**config.mk**
```make
export PLATFORM = sky130hd
export DESIGN_NAME = alu_pipe_iter
export DESIGN_NICKNAME = d
export VERILOG_FILES = /design/src/rtl/alu_pkg.sv /design/src/rtl/alu_mul_iter.sv /design/src/rtl/alu_pipe_iter.sv
export SDC_FILE = /design/constraint.sdc
export NUM_CORES = 2
export LEC_CHECK = 0
export ABC_AREA = 0
export ABC_CLOCK_PERIOD_IN_PS = 8400
export BUFFER_PORTS_ARGS = -buffer_cell sky130_fd_sc_hd__buf_2
export CORE_ASPECT_RATIO = 1.75
export CORE_MARGIN = 2
export CORE_UTILIZATION = 50
export DETAILED_ROUTE_END_ITERATION = 10
export PLACE_DENSITY_LB_ADDON = 0.15
export SLEW_MARGIN = 20
export SYNTH_ARGS = -nofsm -noshare
export SYNTH_HDL_FRONTEND = slang
export SYNTH_SLANG_ARGS = --single-unit
```
**constraint.sdc**
```tcl
create_clock -name clk -period 8.4 [get_ports clk]
set_input_delay 0.84 -clock clk [delete_from_list [all_inputs] [get_ports clk]]
set_output_delay 0.84 -clock clk [all_outputs]
set_load 0.02 [all_outputs]
```
**src/rtl/alu_pkg.sv**
```systemverilog
// Shared opcode encodings, FSM state type and opcode classification for the iterative ALU.
package alu_pkg;

    localparam logic [5:0] OP_ADD   = 6'd0;
    localparam logic [5:0] OP_SUB   = 6'd1;
    localparam logic [5:0] OP_AND   = 6'd2;
    localparam logic [5:0] OP_OR    = 6'd3;
    localparam logic [5:0] OP_SLT   = 6'd4;
    localparam logic [5:0] OP_MUL   = 6'd5;
    localparam logic [5:0] OP_XOR   = 6'd6;
    localparam logic [5:0] OP_SLTU  = 6'd7;
    localparam logic [5:0] OP_SLL   = 6'd8;
    localparam logic [5:0] OP_SRL   = 6'd9;
    localparam logic [5:0] OP_SRA   = 6'd10;
    localparam logic [5:0] OP_MULH  = 6'd11;
    localparam logic [5:0] OP_MULHU = 6'd12;

    typedef enum logic [1:0] {
        ST_IDLE = 2'd0,
        ST_BUSY = 2'd1,
        ST_DONE = 2'd2
    } state_e;

    function automatic logic is_mul_op(input logic [5:0] op);
        return (op == OP_MUL) || (op == OP_MULH) || (op == OP_MULHU);
    endfunction

endpackage

```
**src/rtl/alu_mul_iter.sv**
```systemverilog
// Iterative shift-add multiplier on operand magnitudes, UNROLL multiplier bits per cycle.
// The start cycle performs the first step; done_o flags the cycle whose step is final (product_o valid then).
module alu_mul_iter
    import alu_pkg::*;
#(
    parameter int XLEN   = 32,
    parameter int UNROLL = 1
) (
    input  logic                clk,
    input  logic                rst,
    input  logic                start_i,
    input  logic [XLEN-1:0]     a_i,
    input  logic [XLEN-1:0]     b_i,
    input  logic                signed_i,
    output logic                done_o,
    output logic [2*XLEN-1:0]   product_o
);

    localparam int STEPS = XLEN / UNROLL;
    localparam int CW    = $clog2(STEPS + 1);

    logic              busy_q, busy_d;
    logic [CW-1:0]     cnt_q, cnt_d;
    logic [2*XLEN-1:0] acc_q, acc_d;
    logic [2*XLEN-1:0] mcand_q, mcand_d;
    logic [XLEN-1:0]   mplier_q, mplier_d;
    logic              neg_q, neg_d;

    logic [XLEN-1:0]   a_mag, b_mag;
    logic [2*XLEN-1:0] src_acc, src_mcand;
    logic [XLEN-1:0]   src_mplier;
    logic              last;

    assign a_mag = (signed_i && a_i[XLEN-1]) ? -a_i : a_i;
    assign b_mag = (signed_i && b_i[XLEN-1]) ? -b_i : b_i;

    // On start the step works straight from the fresh operands so no cycle is spent loading.
    assign src_acc    = start_i ? '0 : acc_q;
    assign src_mcand  = start_i ? {{XLEN{1'b0}}, a_mag} : mcand_q;
    assign src_mplier = start_i ? b_mag : mplier_q;
    assign neg_d      = start_i ? (signed_i & (a_i[XLEN-1] ^ b_i[XLEN-1])) : neg_q;

    assign last = start_i ? (STEPS == 1) : (busy_q && (cnt_q == CW'(STEPS - 1)));

    always_comb begin
        acc_d = src_acc;
        for (int i = 0; i < UNROLL; i++) begin
            if (src_mplier[i]) begin
                acc_d = acc_d + (src_mcand << i);
            end
        end
        mcand_d  = src_mcand << UNROLL;
        mplier_d = src_mplier >> UNROLL;
        busy_d   = busy_q;
        cnt_d    = cnt_q;
        if (start_i || busy_q) begin
            busy_d = !last;
            cnt_d  = last ? '0 : (start_i ? CW'(1) : cnt_q + CW'(1));
        end
    end

    assign done_o    = last;
    assign product_o = neg_d ? -acc_d : acc_d;

    always_ff @(posedge clk or posedge rst) begin
        if (rst) begin
            busy_q   <= 1'b0;
            cnt_q    <= '0;
            acc_q    <= '0;
            mcand_q  <= '0;
            mplier_q <= '0;
            neg_q    <= 1'b0;
        end else begin
            busy_q <= busy_d;
            cnt_q  <= cnt_d;
            if (start_i || busy_q) begin
                acc_q    <= acc_d;
                mcand_q  <= mcand_d;
                mplier_q <= mplier_d;
                neg_q    <= neg_d;
            end
        end
    end

endmodule

```
**src/rtl/alu_pipe_iter.sv**
```systemverilog
// Valid/ready ALU: single-cycle ops registered at accept, multiplies run iteratively (XLEN/UNROLL cycles).
// Result held until out_ready; a new request may be accepted on the same edge the result is consumed.
module alu_pipe_iter
    import alu_pkg::*;
#(
    parameter int XLEN   = 32,
    parameter int UNROLL = 1
) (
    input  logic            clk,
    input  logic            rst,
    input  logic            in_valid,
    output logic            in_ready,
    input  logic [XLEN-1:0] ID_EX_A,
    input  logic [XLEN-1:0] ID_EX_B,
    input  logic [5:0]      opcode,
    output logic            out_valid,
    input  logic            out_ready,
    output logic [XLEN-1:0] ALU_result,
    output logic            ovf,
    output logic            err
);

    localparam int SHW = $clog2(XLEN);

    state_e          state_q, state_d;
    logic [XLEN-1:0] result_q, result_d;
    logic            ovf_q, ovf_d;
    logic            err_q, err_d;
    logic [5:0]      op_q, op_d;

    logic              accept;
    logic              mul_start;
    logic              mul_done;
    logic [2*XLEN-1:0] mul_prod;

    logic [XLEN-1:0] alu_res;
    logic            alu_ovf;
    logic            alu_err;
    logic [XLEN-1:0] sum, diff;
    logic [SHW-1:0]  shamt;

    assign in_ready  = (state_q == ST_IDLE) || ((state_q == ST_DONE) && out_ready);
    assign accept    = in_valid && in_ready;
    assign out_valid = (state_q == ST_DONE);

    assign sum   = ID_EX_A + ID_EX_B;
    assign diff  = ID_EX_A - ID_EX_B;
    assign shamt = ID_EX_B[SHW-1:0];

    always_comb begin
        alu_res = '0;
        alu_ovf = 1'b0;
        alu_err = 1'b0;
        unique case (opcode)
            OP_ADD: begin
                alu_res = sum;
                alu_ovf = (ID_EX_A[XLEN-1] == ID_EX_B[XLEN-1]) && (sum[XLEN-1] != ID_EX_A[XLEN-1]);
            end
            OP_SUB: begin
                alu_res = diff;
                alu_ovf = (ID_EX_A[XLEN-1] != ID_EX_B[XLEN-1]) && (diff[XLEN-1] != ID_EX_A[XLEN-1]);
            end
            OP_AND:  alu_res = ID_EX_A & ID_EX_B;
            OP_OR:   alu_res = ID_EX_A | ID_EX_B;
            OP_XOR:  alu_res = ID_EX_A ^ ID_EX_B;
            OP_SLT:  alu_res = {{(XLEN-1){1'b0}}, ($signed(ID_EX_A) < $signed(ID_EX_B))};
            OP_SLTU: alu_res = {{(XLEN-1){1'b0}}, (ID_EX_A < ID_EX_B)};
            OP_SLL:  alu_res = ID_EX_A << shamt;
            OP_SRL:  alu_res = ID_EX_A >> shamt;
            OP_SRA:  alu_res = $signed(ID_EX_A) >>> shamt;
            OP_MUL, OP_MULH, OP_MULHU: alu_res = '0;
            default: alu_err = 1'b1;
        endcase
    end

    function automatic logic [XLEN-1:0] mul_pick(input logic [5:0] op, input logic [2*XLEN-1:0] prod);
        return (op == OP_MUL) ? prod[XLEN-1:0] : prod[2*XLEN-1:XLEN];
    endfunction

    alu_mul_iter #(
        .XLEN   (XLEN),
        .UNROLL (UNROLL)
    ) u_mul (
        .clk       (clk),
        .rst       (rst),
        .start_i   (mul_start),
        .a_i       (ID_EX_A),
        .b_i       (ID_EX_B),
        .signed_i  (opcode == OP_MULH),
        .done_o    (mul_done),
        .product_o (mul_prod)
    );

    always_comb begin
        state_d   = state_q;
        result_d  = result_q;
        ovf_d     = ovf_q;
        err_d     = err_q;
        op_d      = op_q;
        mul_start = 1'b0;
        unique case (state_q)
            ST_IDLE, ST_DONE: begin
                if ((state_q == ST_DONE) && out_ready) begin
                    state_d = ST_IDLE;
                end
                if (accept) begin
                    op_d = opcode;
                    if (is_mul_op(opcode)) begin
                        mul_start = 1'b1;
                        // Only reachable when a single step covers the whole multiplier.
                        if (mul_done) begin
                            state_d  = ST_DONE;
                            result_d = mul_pick(opcode, mul_prod);
                            ovf_d    = 1'b0;
                            err_d    = 1'b0;
                        end else begin
                            state_d = ST_BUSY;
                        end
                    end else begin
                        state_d  = ST_DONE;
                        result_d = alu_res;
                        ovf_d    = alu_ovf;
                        err_d    = alu_err;
                    end
                end
            end
            ST_BUSY: begin
                if (mul_done) begin
                    state_d  = ST_DONE;
                    result_d = mul_pick(op_q, mul_prod);
                    ovf_d    = 1'b0;
                    err_d    = 1'b0;
                end
            end
            default: state_d = ST_IDLE;
        endcase
    end

    always_ff @(posedge clk or posedge rst) begin
        if (rst) begin
            state_q  <= ST_IDLE;
            result_q <= '0;
            ovf_q    <= 1'b0;
            err_q    <= 1'b0;
            op_q     <= '0;
        end else begin
            state_q  <= state_d;
            result_q <= result_d;
            ovf_q    <= ovf_d;
            err_q    <= err_d;
            op_q     <= op_d;
        end
    end

    assign ALU_result = result_q;
    assign ovf        = ovf_q;
    assign err        = err_q;

endmodule

```
==> run metrics <==
Fin Clk Skew=roughly 0.045 ns; final setup TNS=0 ns; Vias=31180; worst setup path startpoint=ID_EX_A[5]; # nets final=between 3000 and 4000; Die Width=~180 um; via/cell ratio=7.184; Post-synth EDFFs=0; Post-CTS Resized=0; Pwr Total=10900 uW; Hold Path Class=in2async; IO Port Bufs=109; WL per Instance=around 32 um; Slew @ Worst Pin=1.315 ns; post-synthesis cell type count=99; Post-Synthesis Cell Area=roughly 0.026 sq mm; largest net degree at the start of global routing=113; Fillers=about 5000; Inserted Clock Buffers=24; share of cells above drive strength 1=0.1107; Total Wirelength=around 140000 um; Iteration-0 DRC Markers=3963; end of the critical path=ALU_result[16]; DP HPWL=between 100000 and 150000 um; maximum buffer depth of the clock tree=3; Non-Filler Instances=4340; worst path required time=a little under 9 ns; Setup Buffers After CTS=0; Hold Fails Final Rpt=0; Lkg Pwr=0.01212 uW; H-tree depth=1; CTS tree=done; Synth Area in Adders=0.07867; initial antenna violation count=17; Slew Viols, Final=0; synthesized area per cell=between 7 and 8 sq um; fmax=131.9 MHz; reg2reg path depth=21; first-pass GRT wire length=approximately 200000 um; XOR/XNOR Fraction of Synth Area=0.04443; core area=roughly 0.05 sq mm; Detailed Routing Iterations Pass 1=9; crit end category=register; FF+latch count, synth=roughly 210; RePlAce Congestion=roughly 1.1; prevailing post-synth register cell=dfrtp_1; CP Class=in2reg; unrepaired setup endpoints after global routing=false; number of global-route vias before repair=29980; CTS Hold Bufs=0; CP max-delay cell=o21ai_0; period utilisation layout=0.9024; post-route ant nets=0; clk sinks=between 200 and 250; dpl cells=roughly 4300; Reg2Reg Capture Point=ALU_result[0]; total grt overflow=0; GRT Total Usage=0.5139; clk slew on worst S/H paths=approximately 0.10 ns; CTS root buf=clkbuf_16; flop2flop setup slack=1.29 ns; combinational family with the most area after synthesis=compound AO/OA/AOI/OAI gates; ys async rst share=1.000; Buf/Inv on CP=2; cell mode on critical path=o21ai_0; total die area=~0.054 sq mm; Synth Area in Simple Gates=0.2480; final setup fails=0; I/O pin total=110; status=finished clean; Post-route DRC=0; multiplexer share of the synthesized area=0.07377; Syn Inst Count=approximately 3600; Slew HR=0.1007; cell depth of the worst setup path=28; peak fanout along the critical path=10; Area Growth Syn to Fin=9.704%; FP Rows=110; design area=approximately 0.029 sq mm; post-route setup slack=approximately 0.82 ns; Worst setup SP type=input port; fin crit period=7.580 ns; P per Cell Area=between 300 and 400 mW/mm^2; VDD IR max=approximately 350 uV; syn_nets=3841; dpl ws=roughly 0.57 ns; Compound-Gate Fraction of Synth Area=0.2980; Die Y=305.8 um; CP arrival=slightly above 8 ns; sequential share of the synthesized area=0.2000; Max-Cap Viols=0; Starting Density=0.5055; Critical R2R Launch=state_q[1]; Placed Area=~0.028 sq mm; Synth Warn #=0; cell family with most CP delay=compound AO/OA/AOI/OAI gates; Clock Latency Late Sink=about 0.61 ns; Max stage delay on crit path=about 0.67 ns
## routing by layer
metal	vias to the layer above	part of all wire	GRT usage
met5	-	0.00070	0.01759
met4	16	0.14	0.5547
met3	912	0.10	0.1590
met2	2210	0.44	0.8024
met1	14750	0.32	0.5149
li1	13290	-	-
## cells by family after synthesis
| logic type | count (synthesis) |
|---|---|
| adder cells (fa/ha/maj) | 163 |
| flip-flops | 208 |
| XOR/XNOR | 132 |
| other | 1 |
| AND/OR/NAND/NOR | 1368 |
| AO/OA/AOI/OAI | 1178 |
| multiplexers | 168 |
| buffers and inverters | 389 |
## layout by cell type, fill, tap and decap left out, types with 24 or more instances in the layout
cell,count
mux2i_1,139
buf_4,156
nand3_1,67
a211oi_1,38
o211ai_1,51
xor2_1,31
a31oi_1,47
nand2_1,392
o21ai_0,309
nor3_1,77
nand2b_1,25
and2_1,108
nor2_1,449
dfrtp_1,207
and3_1,27
o31ai_1,28
inv_1,122
xnor2_1,101
ha_1,158
clkbuf_16,24
or3_1,41
a22oi_1,36
a221oi_1,36
o21bai_1,40
buf_2,109
o22ai_1,27
nand4_1,50
a21oi_1,265
a21o_1,54
## flip-flops by register name (all words and copies together) (netlist names)
| signal | count |
|---|---|
| u_mul.cnt_q | 6 |
| state_q | 2 |
| u_mul.mplier_q | 31 |
| err | 1 |
| u_mul.acc_q | 64 |
| u_mul.neg_q | 1 |
| u_mul.mcand_q | 63 |
| op_q | 6 |
| u_mul.busy_q | 1 |
| ovf | 1 |
| ALU_result | 32 |
## cell usage after synthesis (all sizes together), types with 69 or more instances
| cell type | count | area share |
|---|---|---|
| a21oi | 267 | 0.051 |
| and2 | 108 | 0.026 |
| clkbuf | 227 | 0.033 |
| dfrtp | 208 | 0.20 |
| ha | 158 | 0.076 |
| inv | 124 | 0.018 |
| mux2i | 140 | 0.054 |
| nand2 | 393 | 0.057 |
| nand3 | 69 | 0.014 |
| nor2 | 455 | 0.066 |
| nor3 | 83 | 0.016 |
| o21ai | 317 | 0.061 |
| xnor2 | 101 | 0.034 |
## where the power goes
| part | internal (uW) | switching, uW |
|---|---|---|
| clock | 591 | 536 |
| sequential | 1430 | 436 |
| combinational | 2790 | 5130 |
| total | 4800 | 6100 |
## stage by stage
stage	hold slack [ns]	utilization
2_1_floorplan	0.4386	-
3_3_place_gp	0.4508	0.5384
3_5_place_dp	0.4560	0.5384
4_1_cts	0.3600	0.5536
5_1_grt	0.3935	0.5541
6_report	0.3298	0.5545
## area by class of cell
cell class                 count  area (sq um)  area share
inverter                     128         488.0     0.01710
sequential                   208          5209      0.1825
tap                          672         840.8     0.02946
clock buffer                  32         660.6     0.02314
timing repair buffer         267          1757     0.06154
multi-input combinational   3010         19440      0.6811
antenna                       11         27.53   0.0009644
clock inverter                12         120.1    0.004208
## how the worst min path moves through the flow
stage,startpoint,end
final,rst,u_mul.acc_q[4]
after global placement,u_mul.mcand_q[29],u_mul.mcand_q[29]
after CTS,rst,u_mul.mcand_q[12]
after global routing,rst,u_mul.acc_q[4]
after floorplan,u_mul.mcand_q[10],u_mul.mcand_q[10]
after detailed placement,u_mul.mcand_q[17],u_mul.mcand_q[17]
Power figures use the tool's default switching activity.
